[src/rtl/uart_rx_fifo.sv]
// uart_rx_fifo
//   Receive-side FIFO for a UART: buffers words produced by the receiver's
//   done tick until the consumer pops them. Show-ahead read port: the head
//   word is always presented on o_r_data while the FIFO is not empty.
//
// Ports
//   i_clk       clock, rising edge active
//   i_reset     asynchronous, active-high reset (pointers/count/flag only)
//   i_wr        write strobe (one-cycle pulse from the receiver)
//   i_w_data    word captured when i_wr=1
//   i_rd        pop strobe from the consumer
//   o_r_data    head-of-queue word (don't-care while o_empty=1)
//   o_empty     count == 0
//   o_full      count == DEPTH
//   o_count     number of stored words, 0..DEPTH
//   o_overflow  sticky: a word was dropped because the FIFO was full
//   i_clr_ovf   synchronous clear of o_overflow (a coincident drop wins)
//
// Strobe semantics: i_wr and i_rd are level-sampled on every rising edge.
// A write is accepted when not full, or when full and a pop happens on the
// same edge. A pop is accepted only when not empty. Neither side stalls; a
// write that cannot be accepted is dropped and flagged via o_overflow.

module uart_rx_fifo #(
  parameter int DBIT   = 8,
  parameter int ADDR_W = 4
) (
  input  logic              i_clk,
  input  logic              i_reset,
  input  logic              i_wr,
  input  logic [DBIT-1:0]   i_w_data,
  input  logic              i_rd,
  output logic [DBIT-1:0]   o_r_data,
  output logic              o_empty,
  output logic              o_full,
  output logic [ADDR_W:0]   o_count,
  output logic              o_overflow,
  input  logic              i_clr_ovf
);

  localparam int DEPTH = 1 << ADDR_W;
  localparam logic [ADDR_W:0] FULL_COUNT = (ADDR_W+1)'(DEPTH);

  logic [DBIT-1:0]   mem [DEPTH];
  logic [ADDR_W-1:0] wr_ptr;
  logic [ADDR_W-1:0] rd_ptr;
  logic [ADDR_W:0]   count;
  logic              overflow;

  logic do_rd;
  logic do_wr;
  logic drop;

  assign o_empty    = (count == '0);
  assign o_full     = (count == FULL_COUNT);
  assign o_count    = count;
  assign o_overflow = overflow;
  assign o_r_data   = mem[rd_ptr];

  // When full, a simultaneous pop frees the slot being written, so the
  // write goes ahead. When empty, a simultaneous pop is ignored (no bypass).
  assign do_rd = i_rd && !o_empty;
  assign do_wr = i_wr && (!o_full || do_rd);
  assign drop  = i_wr && o_full && !i_rd;

  // Storage is deliberately left out of reset.
  always_ff @(posedge i_clk) begin
    if (do_wr) begin
      mem[wr_ptr] <= i_w_data;
    end
  end

  always_ff @(posedge i_clk or posedge i_reset) begin
    if (i_reset) begin
      wr_ptr   <= '0;
      rd_ptr   <= '0;
      count    <= '0;
      overflow <= 1'b0;
    end else begin
      if (do_wr) begin
        wr_ptr <= wr_ptr + ADDR_W'(1);
      end
      if (do_rd) begin
        rd_ptr <= rd_ptr + ADDR_W'(1);
      end
      case ({do_wr, do_rd})
        2'b10:   count <= count + (ADDR_W+1)'(1);
        2'b01:   count <= count - (ADDR_W+1)'(1);
        default: count <= count;
      endcase
      if (drop) begin
        overflow <= 1'b1;
      end else if (i_clr_ovf) begin
        overflow <= 1'b0;
      end
    end
  end

endmodule

[config.mk]
export PLATFORM = sky130hd
export DESIGN_NAME = uart_rx_fifo
export DESIGN_NICKNAME = d
export VERILOG_FILES = /design/src/rtl/uart_rx_fifo.sv
export SDC_FILE = /design/constraint.sdc
export NUM_CORES = 1
export LEC_CHECK = 0
export BUFFER_PORTS_ARGS = -buffer_cell sky130_fd_sc_hd__buf_2
export CAP_MARGIN = 20
export CORE_MARGIN = 2
export CORE_UTILIZATION = 65
export DETAILED_ROUTE_END_ITERATION = 6
export PLACE_DENSITY = 0.94
export SLEW_MARGIN = 20
export SYNTH_ARGS = -nofsm -noshare
export SYNTH_HDL_FRONTEND = slang
export SYNTH_SLANG_ARGS = --single-unit
[constraint.sdc]
create_clock -name i_clk -period 4.8 [get_ports i_clk]
set_clock_uncertainty 0.1 [all_clocks]
set_input_delay 0 -clock i_clk [delete_from_list [all_inputs] [get_ports i_clk]]
set_output_delay 0 -clock i_clk [all_outputs]
set_load 0.01 [all_outputs]
Word-level counts from Yosys, hierarchy flattened
Memories as Yosys holds them, arrays and structs flattened.
Cells that the tools add are included.
- register bits after elaboration: 14
- bits in writable memories: 128
- bits of input ports: 13
- output and inout port bits: 16
- word-level logic and storage cells: 28
- memories: 1
- $add $sub $neg: 4
- equal/unequal tests: 3
- mux-type cells: 5
- reductions and logical operators: 11
- memory list (name ; words ; width ; read ports ; clocked after memory_dff ; write ports ; line ; text):
    mem ; 16 ; 8 ; 1 ; 0 ; 1 ; 44 ; logic [DBIT-1:0] mem [DEPTH];
- operators by type and width (operator ; count):
    $pmux W5 S2 ; 1
    $add A4 B1 Y4 const B ; 2
    $add A5 B1 Y5 const B ; 1
    $eq A5 B5 Y1 const B ; 1
    $logic_not A5 Y1 ; 1
    $sub A5 B1 Y5 const B ; 1
    $logic_and A1 B1 Y1 ; 4
    $mux W1 ; 4
    $reduce_bool A2 Y1 ; 2
    $logic_not A1 Y1 ; 3
    $eq A2 B1 Y1 const B ; 1
    $eq A2 B2 Y1 const B ; 1
    $logic_or A1 B1 Y1 ; 1

Logic depth before layout (Yosys ltp)
Gate-level depths: netlist of run 1.
- word-level depth: 7
- mapped depth: 11
- mapped depth without buffers: 10

Worst setup path before layout of run 1
Ideal clock, no wire load.
- path kind: register -> register
- start point: register count[0], in the netlist o_count[0]
- end point: register count[4], in the netlist o_count[4]
- arrival time: 2.694 ns
- data required time: 4.613 ns
- setup slack: 1.919 ns
- cell stages (with the launch flop): 12
- path buffers: 1
- clock period less this slack: 2.881 ns
- path through: dfrtp_1 or4_4 nor2_4 or2_2 buf_6 inv_1 ha_1 nor2b_1 o21a_1 or2_2 o31a_1 o211ai_1
- word-level cells in the longest chain between the ends: 7
- ends and longest elaborated chain (item ; line ; text):
    from (decl) ; 47 ; logic [ADDR_W:0] count;
    from (signal assigned) ; 87 ; 2'b10: count <= count + (ADDR_W+1)'(1);
    from (signal assigned) ; 88 ; 2'b01: count <= count - (ADDR_W+1)'(1);
    from (signal assigned) ; 89 ; default: count <= count;
    $logic_not A5 Y1 * ; 54 ; assign o_empty = (count == '0);
    net o_empty ; 34 ; output logic o_empty,
    $logic_not A1 Y1 * ; 62 ; assign do_rd = i_rd && !o_empty;
    $logic_and A1 B1 Y1 * ; 62 ;
    $logic_or A1 B1 Y1 ; 63 ; assign do_wr = i_wr && (!o_full || do_rd);
    $logic_and A1 B1 Y1 ; 63 ;
    $eq A2 B1 Y1 or $eq A2 B2 Y1 (tied branches) ; 86 ; case ({do_wr, do_rd})
    $pmux W5 S2 or $reduce_bool A2 Y1 (tied branches) ; n/a ;
Mark *: on every way through the listed nets, which the timed path passes. The rest lies on a longest branch.
A chain may end at the register's enable or synchronous reset.

Worst setup path after layout of run 1
- start point: register count[1], in the netlist o_count[1]
- end point: register count[2], in the netlist o_count[2]
- word-level cells in the longest chain between the ends: 7
- ends and longest elaborated chain (item ; line):
    $logic_not A5 Y1 ; 54
    $logic_not A1 Y1 ; 62
    $logic_and A1 B1 Y1 ; 62
    $logic_or A1 B1 Y1 ; 63
    $logic_and A1 B1 Y1 ; 63
    $eq A2 B1 Y1 or $eq A2 B2 Y1 (tied branches) ; 86
    $pmux W5 S2 or $reduce_bool A2 Y1 (tied branches) ; n/a
Several ways; a longest one is shown, not always the timed one.

==> key figures, run 1 <==
Status
  • Outcome: complete, but fails checks
  • Failing checks: design-rule violations

Route
  • Routed WL: approximately 13000 µm
  • DR iter-0 viols: between 400 and 500
  • Vias per cell: around 6.7
  • # DRC: 2
  • Vias: approximately 3200
  • Detail Route Antenna Nets: 0
  • DR WL/cell: 26.99 µm
  • Drt pass-1 iters: 7

CTS
  • Number of clock sinks: between 100 and 150
  • Post-CTS Hold Buffers: 15
  • Root buf cell: clkbuf_8
  • Clock-pin slew on the worst setup and hold paths: around 0.060 ns
  • Post-CTS Repair Setup Buffers: 0
  • CTS tree: built
  • Worst-Skew Late Latency: around 0.53 ns
  • TritonCTS Buffers: 17
  • # resized after CTS: 0
  • H-tree lvl count: 4
  • Clock buffer depth: 2

Place
  • Place WS: between 1.5 and 2 ns
  • DPL Wire Length: 7562 µm
  • Port Buffer Count: 28
  • RePlAce Congestion: between 0.9 and 1
  • Post-DP Area: a little over 0.006 mm²

Worst setup path
  • Worst path arrival time: 3.86 ns
  • Critical-path cell list: or4_4 -> nor2_4 -> or2_2 -> inv_1 -> ha_1 -> xnor2_1 -> a21oi_1 -> o21ai_0 -> nand2_1 -> o221ai_1 -> dlygate4sd3_1
  • R2R Setup Slk: between 1 and 1.5 ns
  • Worst path required time: around 5.2 ns
  • CP max stage cell: dlygate4sd3_1
  • WP buf/inv: 2
  • Worst flop-to-flop path endpoint: o_count[2]$_DFFE_PP0P_
  • R2R depth: 11
  • CP max FO: 6
  • CP Class: register to register
  • Slowest stage delay, CP: between 0.5 and 0.6 ns
  • Crit start category: register
  • Kind of end point of the critical path: register
  • R2r startpoint: o_count[1]$_DFFE_PP0P_
  • CP top delay family: simple AND/OR/NAND/NOR gates

Global routing
  • Vias in the first global route: between 3000 and 4000
  • Antenna violations before repair: 1
  • Global route overflow: 0
  • Tot GR Track Use: 0.2855
  • Largest net degree at the start of global routing: 25
  • First-pass GRT wire length: around 20000 µm

Floorplan
  • Io pins: 29
  • Die area: 0.009754 mm²
  • DIE WIDTH: 98.76 µm
  • Initial core utilization: 0.6693
  • Die height: a little under 100 µm
  • Standard-cell row count: 34
  • Area of the core: 0.008721 mm²

Synthesis
  • Primary FF master, synth: edfxtp_1
  • Largest area contributor in the netlist: edfxtp_1
  • Sequential fraction of the synthesis area: 0.7185
  • Mapped Area: 0.005837 mm²
  • Mapped Cells: roughly 300
  • Number of synthesized flops with an enable pin: about 130
  • Top cells by count, synth: edfxtp_1 (128), mux4_2 (40), nand2_1 (18), dfrtp_1 (14), nor2_1 (14)
  • Top cells by area, synth: edfxtp_1 (66%), mux4_2 (15%), dfrtp_1 (6.0%)
  • Count of different cell masters after synthesis: 39
  • Syn Nets: 321
  • Number of warnings issued by yosys: 0
  • Synth top area share: 0.6585
  • Most common cell in the netlist: edfxtp_1
  • Synth async-reset ratio: 0.09859
  • Yosys reg bits: approximately 140
  • Avg Inst Size Synth: 19.52 µm²

Worst hold path
  • Hold Startpoint: i_rd
  • Worst hold-check path type: input pin to register
  • Hold path depth: 3
  • Worst Hold End: o_count[3]$_DFFE_PP0P_

Finish
  • Layout area overhead: 17.02%
  • Final #Nets: around 380
  • Share of post-route cells with drive strength above 1: 0.3079
  • Final instance area: 0.006830 mm²
  • # fillers: about 400

Pwr
  • Switching power share of the total: 0.3113
  • NetSw: around 1.3 mW
  • PwrDens: 622.6 mW/mm²
  • Max VDD drop: roughly 0.45 mV
  • Clock power share: 0.310
  • Sequential share of power: 0.415
  • Lkg Pwr: 2.362 nW
  • Total design power: approximately 4.3 mW
  • Combinational Power Share: 0.275
  • Pint: about 2.9 mW

STA
  • TNS Setup: 0 ns
  • Setup slack after layout: 1.302 ns
  • Worst relative slew slack: 0.2648
  • Final period utilization: 0.7288
  • RSZ-0062 raised after global routing: false
  • Final setup fails: 0
  • Endpoints failing hold: 0
  • Actual slew at the worst max-slew pin: about 1.1 ns
  • Pins over their slew limit: 0
  • F_max: approximately 290 MHz
  • Crit path time final: approximately 3.5 ns

Flow run
  • Max-Cap Viols: 0
## worst register-to-register path, delay by kind of cell (launching register included)
family / cells / cell delay [ns]
AND/OR/NAND/NOR: 4 / 1.03
flip-flops: 1 / 0.45
buffers and inverters: 2 / 0.69
XOR/XNOR: 1 / 0.33
AO/OA/AOI/OAI: 3 / 0.50
adder cells (fa/ha/maj): 1 / 0.34
## per-layer routing
metal  vias to the layer above  routed length (µm)  global-route usage
li1                       1310                   -                   -
met1                      1597                4708              0.3835
met2                       238                6409              0.4501
met3                        38                1272             0.08440
met4                         0                 454              0.1128
met5                         -                   0                   0
## power by group through the flow
stage / Sequential (mW) / Clock, mW / Combinational (mW)
finish: 1.76 / 1.32 / 1.17
floorplan: 1.61 / 0 / 0.924
CTS: 1.76 / 1.33 / 1.15
detailed placement: 1.78 / 0 / 1.10
global route: 1.79 / 1.37 / 1.24
global placement: 1.77 / 0 / 1.06
## flip-flops by register name, indices dropped and copies added (netlist names)
signal      flops
mem           128
o_count         5
o_overflow      1
rd_ptr          4
wr_ptr          4
## area by class of cell
class                           count  area [µm²]  share of cell area
Clock inverter                     14       181.4             0.02656
Sequential cell                   142        4195              0.6142
Timing Repair Buffer               49       335.3             0.04909
Clock buffer                       18       417.9             0.06118
Tap cell                          108       135.1             0.01978
Multi-Input combinational cell    136        1533              0.2244
Antenna cell                        1       2.502           0.0003664
Inverter                            8       30.03            0.004396
## through the flow
stage          hold slack (ns)  cells  utilization
2_1_floorplan          -0.2108    299            -
3_3_place_gp          -0.02931    428       0.6970
3_5_place_dp          -0.03165    428       0.6970
4_1_cts                 0.2770    475       0.7829
5_1_grt                 0.3010    475       0.7829
6_report                0.3165    476       0.7832
## how the worst max path moves through the flow
stage / endpoint / slack [ns] / cells past startpoint / start
global route: o_count[2]$_DFFE_PP0P_ / 1.23 / 11 / o_count[0]$_DFFE_PP0P_
detailed placement: o_count[4]$_DFFE_PP0P_ / 1.83 / 10 / o_count[0]$_DFFE_PP0P_
finish: o_count[2]$_DFFE_PP0P_ / 1.30 / 11 / o_count[1]$_DFFE_PP0P_
global placement: o_count[4]$_DFFE_PP0P_ / 1.95 / 10 / o_count[0]$_DFFE_PP0P_
CTS: o_count[2]$_DFFE_PP0P_ / 1.44 / 11 / o_count[0]$_DFFE_PP0P_
floorplan: o_count[4]$_DFFE_PP0P_ / 1.92 / 11 / o_count[0]$_DFFE_PP0P_
## cell families (layout without fill, tap and decap cells)
family / Yosys count / after routing / synth area share
AND/OR/NAND/NOR: 57 / 57 / 0.04823
multiplexers: 42 / 42 / 0.1580
other: 0 / 1 / 0
buffers and inverters: 21 / 89 / 0.01886
adder cells (fa/ha/maj): 9 / 9 / 0.02058
XOR/XNOR: 9 / 9 / 0.01351
flip-flops: 142 / 142 / 0.7185
AO/OA/AOI/OAI: 19 / 19 / 0.02230
## layout by cell type (no fill, tap or decap), types with 2 or more instances in the layout
cell type,synthesis,routed
edfxtp_1,128,128
mux4_2,40,40
buf_2,1,28
nand2_1,18,18
clkbuf_16,0,16
dlygate4sd3_1,0,15
nor2_1,14,14
dfrtp_1,14,13
inv_1,8,8
ha_1,8,8
xnor2_1,7,7
buf_4,0,6
nand2b_1,5,5
nor3_1,5,5
nor2b_1,4,4
nand3_1,4,4
a21oi_1,4,4
o21ai_0,3,3
clkinvlp_4,0,3
bufinv_16,0,3
inv_6,0,3
clkinv_4,0,3
or2_2,2,2
o211ai_1,2,2
xor2_1,2,2
Note: power is estimated with default switching activity, not from simulation.
==> inputs of run 2 (changes only) <==
--- a/config.mk
+++ b/config.mk
@@ -8,9 +8,9 @@
 export BUFFER_PORTS_ARGS = -buffer_cell sky130_fd_sc_hd__buf_2
 export CAP_MARGIN = 20
 export CORE_MARGIN = 2
-export CORE_UTILIZATION = 65
+export CORE_UTILIZATION = 60
 export DETAILED_ROUTE_END_ITERATION = 6
-export PLACE_DENSITY = 0.94
+export PLACE_DENSITY = 0.88
 export SLEW_MARGIN = 20
 export SYNTH_ARGS = -nofsm -noshare
 export SYNTH_HDL_FRONTEND = slang
==> constraint.sdc (replaced) <==
create_clock -name i_clk -period 3.35 [get_ports i_clk]
set_clock_uncertainty 0.1 [all_clocks]
set_input_delay 0 -clock i_clk [delete_from_list [all_inputs] [get_ports i_clk]]
set_output_delay 0 -clock i_clk [all_outputs]
set_load 0.01 [all_outputs]
==> run 2 against run 1 <==
  * The flow now finishes without violations
  * Critical path depth stayed put
  * Fmax rose by 7.2%
  * Cell area grew 0.70%
  * Global-route usage decreased by 1.2 points
  * Sequential share of layout area decreased by 0.42 points
  * Via count increased by 1.2%
  * Wire length up 3.9%
  * Clock power increased by 23%
  * Critical path type unchanged
  * Critical endpoint unchanged
  * Highest routed layer unchanged
==> key figures, run 2 (synthesis results as in run 1) <==
CTS
  • Number of clock sinks: approximately 140
  • Worst-Skew Late Latency: 0.51 ns
  • H-tree lvl count: 4
  • Clock-pin slew on the worst setup and hold paths: ~0.060 ns
  • Root buf cell: clkbuf_8
  • TritonCTS Buffers: 17
  • CTS tree: built
  • Clock buffer depth: 2

STA
  • Pins over their slew limit: 0
  • Worst relative slew slack: 0.3665
  • Final setup fails: 0
  • Final period utilization: 0.9739
  • Setup slack after layout: 0.08758 ns
  • Crit path time final: ~3.3 ns
  • F_max: ~300 MHz
  • TNS Setup: 0 ns
  • Actual slew at the worst max-slew pin: 0.9468 ns
  • Endpoints failing hold: 0
  • Hold slack: around 0.32 ns

Floorplan
  • Io pins: 29
  • Area of the core: roughly 0.0093 mm²
  • Initial core utilization: 0.6258
  • DIE WIDTH: between 100 and 150 µm
  • Die area: ~0.011 mm²
  • Standard-cell row count: 35
  • Die height: 102.6 µm

Finish
  • Share of post-route cells with drive strength above 1: 0.3272
  • Final #Nets: 388
  • Register with the most flip-flops: mem
  • Antenna diode count: 0
  • Non-filler cells in the finished layout: between 500 and 600
  • Layout area overhead: 17.84%
  • Max reg flops: roughly 130
  • Most frequent cells in the layout: edfxtp_1 (128), mux4_2 (40), buf_2 (28)
  • Final instance area: a little under 0.007 mm²
  • Commonest non-fill, non-tap cell in the layout: edfxtp_1
  • Utilization after layout: 0.7374

Worst setup path
  • Crit start category: register
  • R2R Setup Slk: between 0.08 and 0.09 ns
  • Kind of end point of the critical path: register
  • Worst path arrival time: roughly 3.6 ns
  • CP max FO: 5
  • Worst Setup SP: o_count[0]$_DFFE_PP0P_
  • R2R depth: 11
  • Worst path required time: roughly 3.6 ns
  • Worst flop-to-flop path endpoint: o_count[2]$_DFFE_PP0P_
  • R2r startpoint: o_count[0]$_DFFE_PP0P_
  • CP Class: register to register

Flow run
  • Max-Cap Viols: 0

Pwr
  • Switching power share of the total: 0.3150
  • PwrDens: 848.6 mW/mm²
  • Pint: about 4.0 mW
  • Max VDD drop: about 0.36 mV
  • Clock power share: 0.279
  • Sequential share of power: 0.422
  • Total design power: a little under 6 mW
  • Lkg Pwr: roughly 2.4 nW
  • Combinational Power Share: 0.300
  • NetSw: approximately 1.8 mW

Worst hold path
  • Worst Hold End: mem[11][4]$_DFFE_PP_
  • Hold Startpoint: i_w_data[4]
  • Hold path depth: 2
  • Worst hold-check path type: input pin to register

Route
  • Met3 wire length: between 900 and 1000 µm
  • Vias per cell: approximately 6.3
  • DR top layer: met4
  • Metal2 WL: between 6000 and 7000 µm
  • Routed WL: approximately 13000 µm
  • Metal1 wirelength: around 4900 µm
  • # DRC: 0
  • DR WL/cell: 26.27 µm
  • Detail Route Antenna Nets: 0
  • Vias: 3222
  • DR iter-0 viols: between 300 and 400
  • Drt pass-1 iters: 6

Global routing
  • Tot GR Track Use: 0.2735
  • Global route overflow: 0
  • Largest net degree at the start of global routing: 36
  • Vias in the first global route: around 3300
  • Antenna violations before repair: 0
  • First-pass GRT wire length: approximately 19000 µm

Place
  • RePlAce Congestion: roughly 0.91
  • DPL Wire Length: roughly 7600 µm
  • Place WS: about 0.41 ns
  • Post-DP Area: between 0.006 and 0.007 mm²
  • Port Buffer Count: 28
  • Dpl cells: between 400 and 500

Status
  • Outcome: finished clean
==> run 2: power groups by stage <==
| stage | Clock, mW | Sequential [mW] | Combinational [mW] |
|---|---|---|---|
| after floorplan | 0 | 2.31 | 1.32 |
| after global placement | 0 | 2.45 | 1.62 |
| after detailed placement | 0 | 2.48 | 1.68 |
| after CTS | 1.63 | 2.46 | 1.74 |
| after global routing | 1.70 | 2.49 | 1.87 |
| final | 1.63 | 2.46 | 1.75 |
==> run 2: final cells by class <==
| cell class | instances | area [µm²] |
|---|---|---|
| sequential | 142 | 4195 |
| fill | 524 | 2450 |
| multi-input combinational | 136 | 1540 |
| timing repair buffer | 61 | 437.9 |
| clock buffer | 18 | 417.9 |
| tap | 129 | 161.4 |
| clock inverter | 14 | 95.09 |
| inverter | 8 | 30.03 |
==> run 2: critical path, stage by stage, from the launching register on <==
cell and delay (ns):
dfrtp_1 0.45, or4_4 0.60, nor2_4 0.15, or2_2 0.20, inv_1 0.11, ha_1 0.34
xnor2_2 0.18, a21oi_1 0.15, o21ai_0 0.09, nand2_1 0.10, o221ai_1 0.10, dlygate4sd3_1 0.58
==> run 2: routing by layer <==
| metal | vias to the layer above | global-route usage |
|---|---|---|
| met4 | 0 | 0.1313 |
| met3 | 37 | 0.05898 |
| li1 | 1333 | - |
| met1 | 1656 | 0.3496 |
| met2 | 196 | 0.4525 |
| met5 | - | 0 |
==> run 2: what timing repair did <==
item	in CTS	in global routing
setup endpoints to repair	0	1
buffers inserted	0	0
endpoints found under the hold margin	155	0
gates resized for setup	0	1
hold buffers	15	0
==> run 2: worst max-delay path by stage <==
stage               slack, ns  depth (start not counted)                     end
finish                   0.09                         11  o_count[2]$_DFFE_PP0P_
global route           -0.001                         11  o_count[2]$_DFFE_PP0P_
CTS                      0.16                         11  o_count[2]$_DFFE_PP0P_
detailed placement       0.41                         10  o_count[4]$_DFFE_PP0P_
global placement         0.54                         10  o_count[4]$_DFFE_PP0P_
floorplan                0.47                         11  o_count[4]$_DFFE_PP0P_
==> inputs of run 3 (changes only) <==
--- a/config.mk
+++ b/config.mk
@@ -8,9 +8,9 @@
 export BUFFER_PORTS_ARGS = -buffer_cell sky130_fd_sc_hd__buf_2
 export CAP_MARGIN = 20
 export CORE_MARGIN = 2
-export CORE_UTILIZATION = 60
+export CORE_UTILIZATION = 50
 export DETAILED_ROUTE_END_ITERATION = 6
-export PLACE_DENSITY = 0.88
+export PLACE_DENSITY = 0.77
 export SLEW_MARGIN = 20
 export SYNTH_ARGS = -nofsm -noshare
 export SYNTH_HDL_FRONTEND = slang
==> run 3 against run 2 <==
  * Cell count stayed put
  * Non-clock buffer count is 12 lower
  * Combinational power hardly changed
  * Die area is 19% higher
  * Sequential share of layout area is 0.20 points higher
  * Clock-buffer cell count is 1 higher
  * Power is 2.1% higher
  * Fmax is 11% higher
  * Critical endpoint is now o_count[4]$_DFFE_PP0P_
  * Highest routed layer unchanged
==> key figures, run 3 (synthesis results as in run 1) <==
Route
  • Routed WL: between 10000 and 15000 µm
  • DR iter-0 viols: roughly 250
  • Vias: around 2900
  • # DRC: 0
  • Drt pass-1 iters: 5
  • Vias per cell: a little under 6
  • DR WL/cell: between 20 and 25 µm
  • Detail Route Antenna Nets: 0

CTS
  • Clock buffer depth: 2
  • Worst-Skew Late Latency: ~0.4 ns
  • TritonCTS Buffers: 17
  • Root buf cell: clkbuf_16
  • Number of clock sinks: 142
  • CTS tree: built
  • H-tree lvl count: 4
  • Clock-pin slew on the worst setup and hold paths: ~0.06 ns

Place
  • DPL Wire Length: a little under 7000 µm
  • Post-DP Area: 0.006157 mm²
  • RePlAce Congestion: ~0.81
  • Port Buffer Count: 28

Worst setup path
  • Crit start category: register
  • Critical-path cell list: or4_4 -> nor2_4 -> or2_2 -> inv_1 -> ha_1 -> nor2b_1 -> o21a_1 -> or2_2 -> o31a_1 -> o211ai_1
  • Kind of end point of the critical path: register
  • CP max stage cell: or4_4
  • Worst path most repeated cell: or2_2
  • CP max FO: 5
  • Slowest stage delay, CP: 0.58 ns
  • CP Class: register to register
  • Worst path arrival time: 3.16 ns
  • WP buf/inv: 1
  • CP top delay family: simple AND/OR/NAND/NOR gates
  • Worst path required time: between 3 and 4 ns

Floorplan
  • Io pins: 29
  • Initial core utilization: 0.5112
  • Die area: 0.01255 mm²
  • Die height: between 100 and 150 µm
  • Standard-cell row count: 39
  • Area of the core: 0.01142 mm²
  • DIE WIDTH: between 100 and 150 µm

STA
  • RSZ-0062 raised after global routing: false
  • Endpoints failing hold: 0
  • Worst relative slew slack: 0.3826
  • TNS Setup: 0 ns
  • Pins over their slew limit: 0
  • F_max: 341.2 MHz
  • Final setup fails: 0
  • Final period utilization: 0.8749
  • Crit path time final: just under 3 ns
  • Actual slew at the worst max-slew pin: around 0.92 ns

Global routing
  • First-pass GRT wire length: around 18000 µm
  • Antenna violations before repair: 0
  • Largest net degree at the start of global routing: 36
  • Global route overflow: 0
  • Vias in the first global route: 3102
  • Tot GR Track Use: 0.1907

Finish
  • Layout area overhead: 17.45%
  • # fillers: a little over 800
  • Commonest non-fill, non-tap cell in the layout: edfxtp_1
  • Share of post-route cells with drive strength above 1: 0.3068
  • Antenna diode count: 0
  • Max reg flops: ~130
  • Register with the most flip-flops: mem
  • Final instance area: around 0.0069 mm²
  • Most frequent cells in the layout: edfxtp_1 (128), mux4_2 (40), buf_2 (28)
  • Final #Nets: approximately 380

Worst hold path
  • Worst hold-check path type: input pin to async pin

Pwr
  • Pint: 4.214 mW
  • Max VDD drop: ~0.35 mV
  • Lkg Pwr: 2.359 nW
  • Combinational Power Share: 0.291
  • NetSw: 1.743 mW
  • Sequential share of power: 0.398
  • PwrDens: 869.0 mW/mm²
  • Switching power share of the total: 0.2925
  • Total design power: between 5 and 6 mW
  • Clock power share: 0.310

Flow run
  • Max-Cap Viols: 0

Status
  • Outcome: finished clean
-- run 3: cell types whose count changed in the layout (fill, tap and decap cells not counted) --
cell           before  now
dlygate4sd3_1      15   12
xnor2_2             1    0
clkinv_2            4    2
bufinv_16           0    3
clkinv_4            4    3
clkinv_1            2    1
xnor2_1             6    7
clkbuf_16          16   17
clkbuf_1            1    2
clkbuf_8            1    0
buf_4              17    8
inv_6               2    0
-- run 3: worst register-to-register path: stages, from the launching register on --
cell	delay, ns
dfrtp_1	0.43
or4_4	0.58
nor2_4	0.13
or2_2	0.18
inv_1	0.10
ha_1	0.33
nor2b_1	0.15
o21a_1	0.17
or2_2	0.30
o31a_1	0.24
o211ai_1	0.15
-- run 3: metal layers --
metal | wire (µm) | GRT usage | part of all wire
met5 | 0 | 0 | 0
met4 | 125 | 0.08211 | 0.011
met2 | 5601 | 0.2945 | 0.51
met1 | 4674 | 0.2719 | 0.43
met3 | 564 | 0.03672 | 0.051
-- run 3: power by group through the flow --
stage	clock network [mW]	logic (mW)	registers, mW
after global placement	0	1.70	2.39
after floorplan	0	1.32	2.31
final	1.85	1.73	2.37
after detailed placement	0	1.74	2.41
after CTS	1.86	1.77	2.38
after global routing	1.94	1.89	2.41
-- run 3: final timing paths --
kind	from	to	slack [ns]	cells after the start
setup / recovery	o_count[0]$_DFFE_PP0P_	o_count[4]$_DFFE_PP0P_	0.42	10
hold / removal	i_reset	o_count[3]$_DFFE_PP0P_	0.08	3
setup reg to reg	o_count[0]$_DFFE_PP0P_	o_count[4]$_DFFE_PP0P_	0.42	10
hold reg to reg	o_overflow$_DFFE_PP0P_	o_overflow$_DFFE_PP0P_	0.42	2
max in group asynchronous	i_reset	rd_ptr[0]$_DFFE_PP0N_	2.67	3
min in group i_clk	i_clr_ovf	o_overflow$_DFFE_PP0P_	0.23	3
-- run 3: final cells by class --
cell class,instances,area (µm²),share of cell area
Inverter,8,30.03,0.004380
Clock inverter,11,145.1,0.02117
Clock buffer,19,432.9,0.06315
Timing Repair Buffer,49,340.3,0.04964
Multi-Input combinational cell,136,1533,0.2236
Sequential cell,142,4195,0.6120
Tap cell,143,178.9,0.02610
-- run 3: per-stage QoR --
| step | worst slack, ns | std cells | hold slack [ns] | util |
|---|---|---|---|---|
| after global routing | 0.2496 | 508 | 0.1434 | 0.6004 |
| after detailed placement | 0.4490 | 466 | -0.02710 | 0.5392 |
| after global placement | 0.5316 | 466 | -0.03246 | 0.5392 |
| final | 0.4190 | 508 | 0.07987 | 0.6004 |
| after floorplan | 0.4694 | 299 | -0.2108 | - |
| after CTS | 0.4250 | 508 | 0.08261 | 0.6004 |
-- run 3: what timing repair did --
item | CTS | global route
setup buffers | 0 | 0
hold buffers | 12 | 0
endpoints found under the hold margin | 151 | 0
resized for setup | 0 | 0
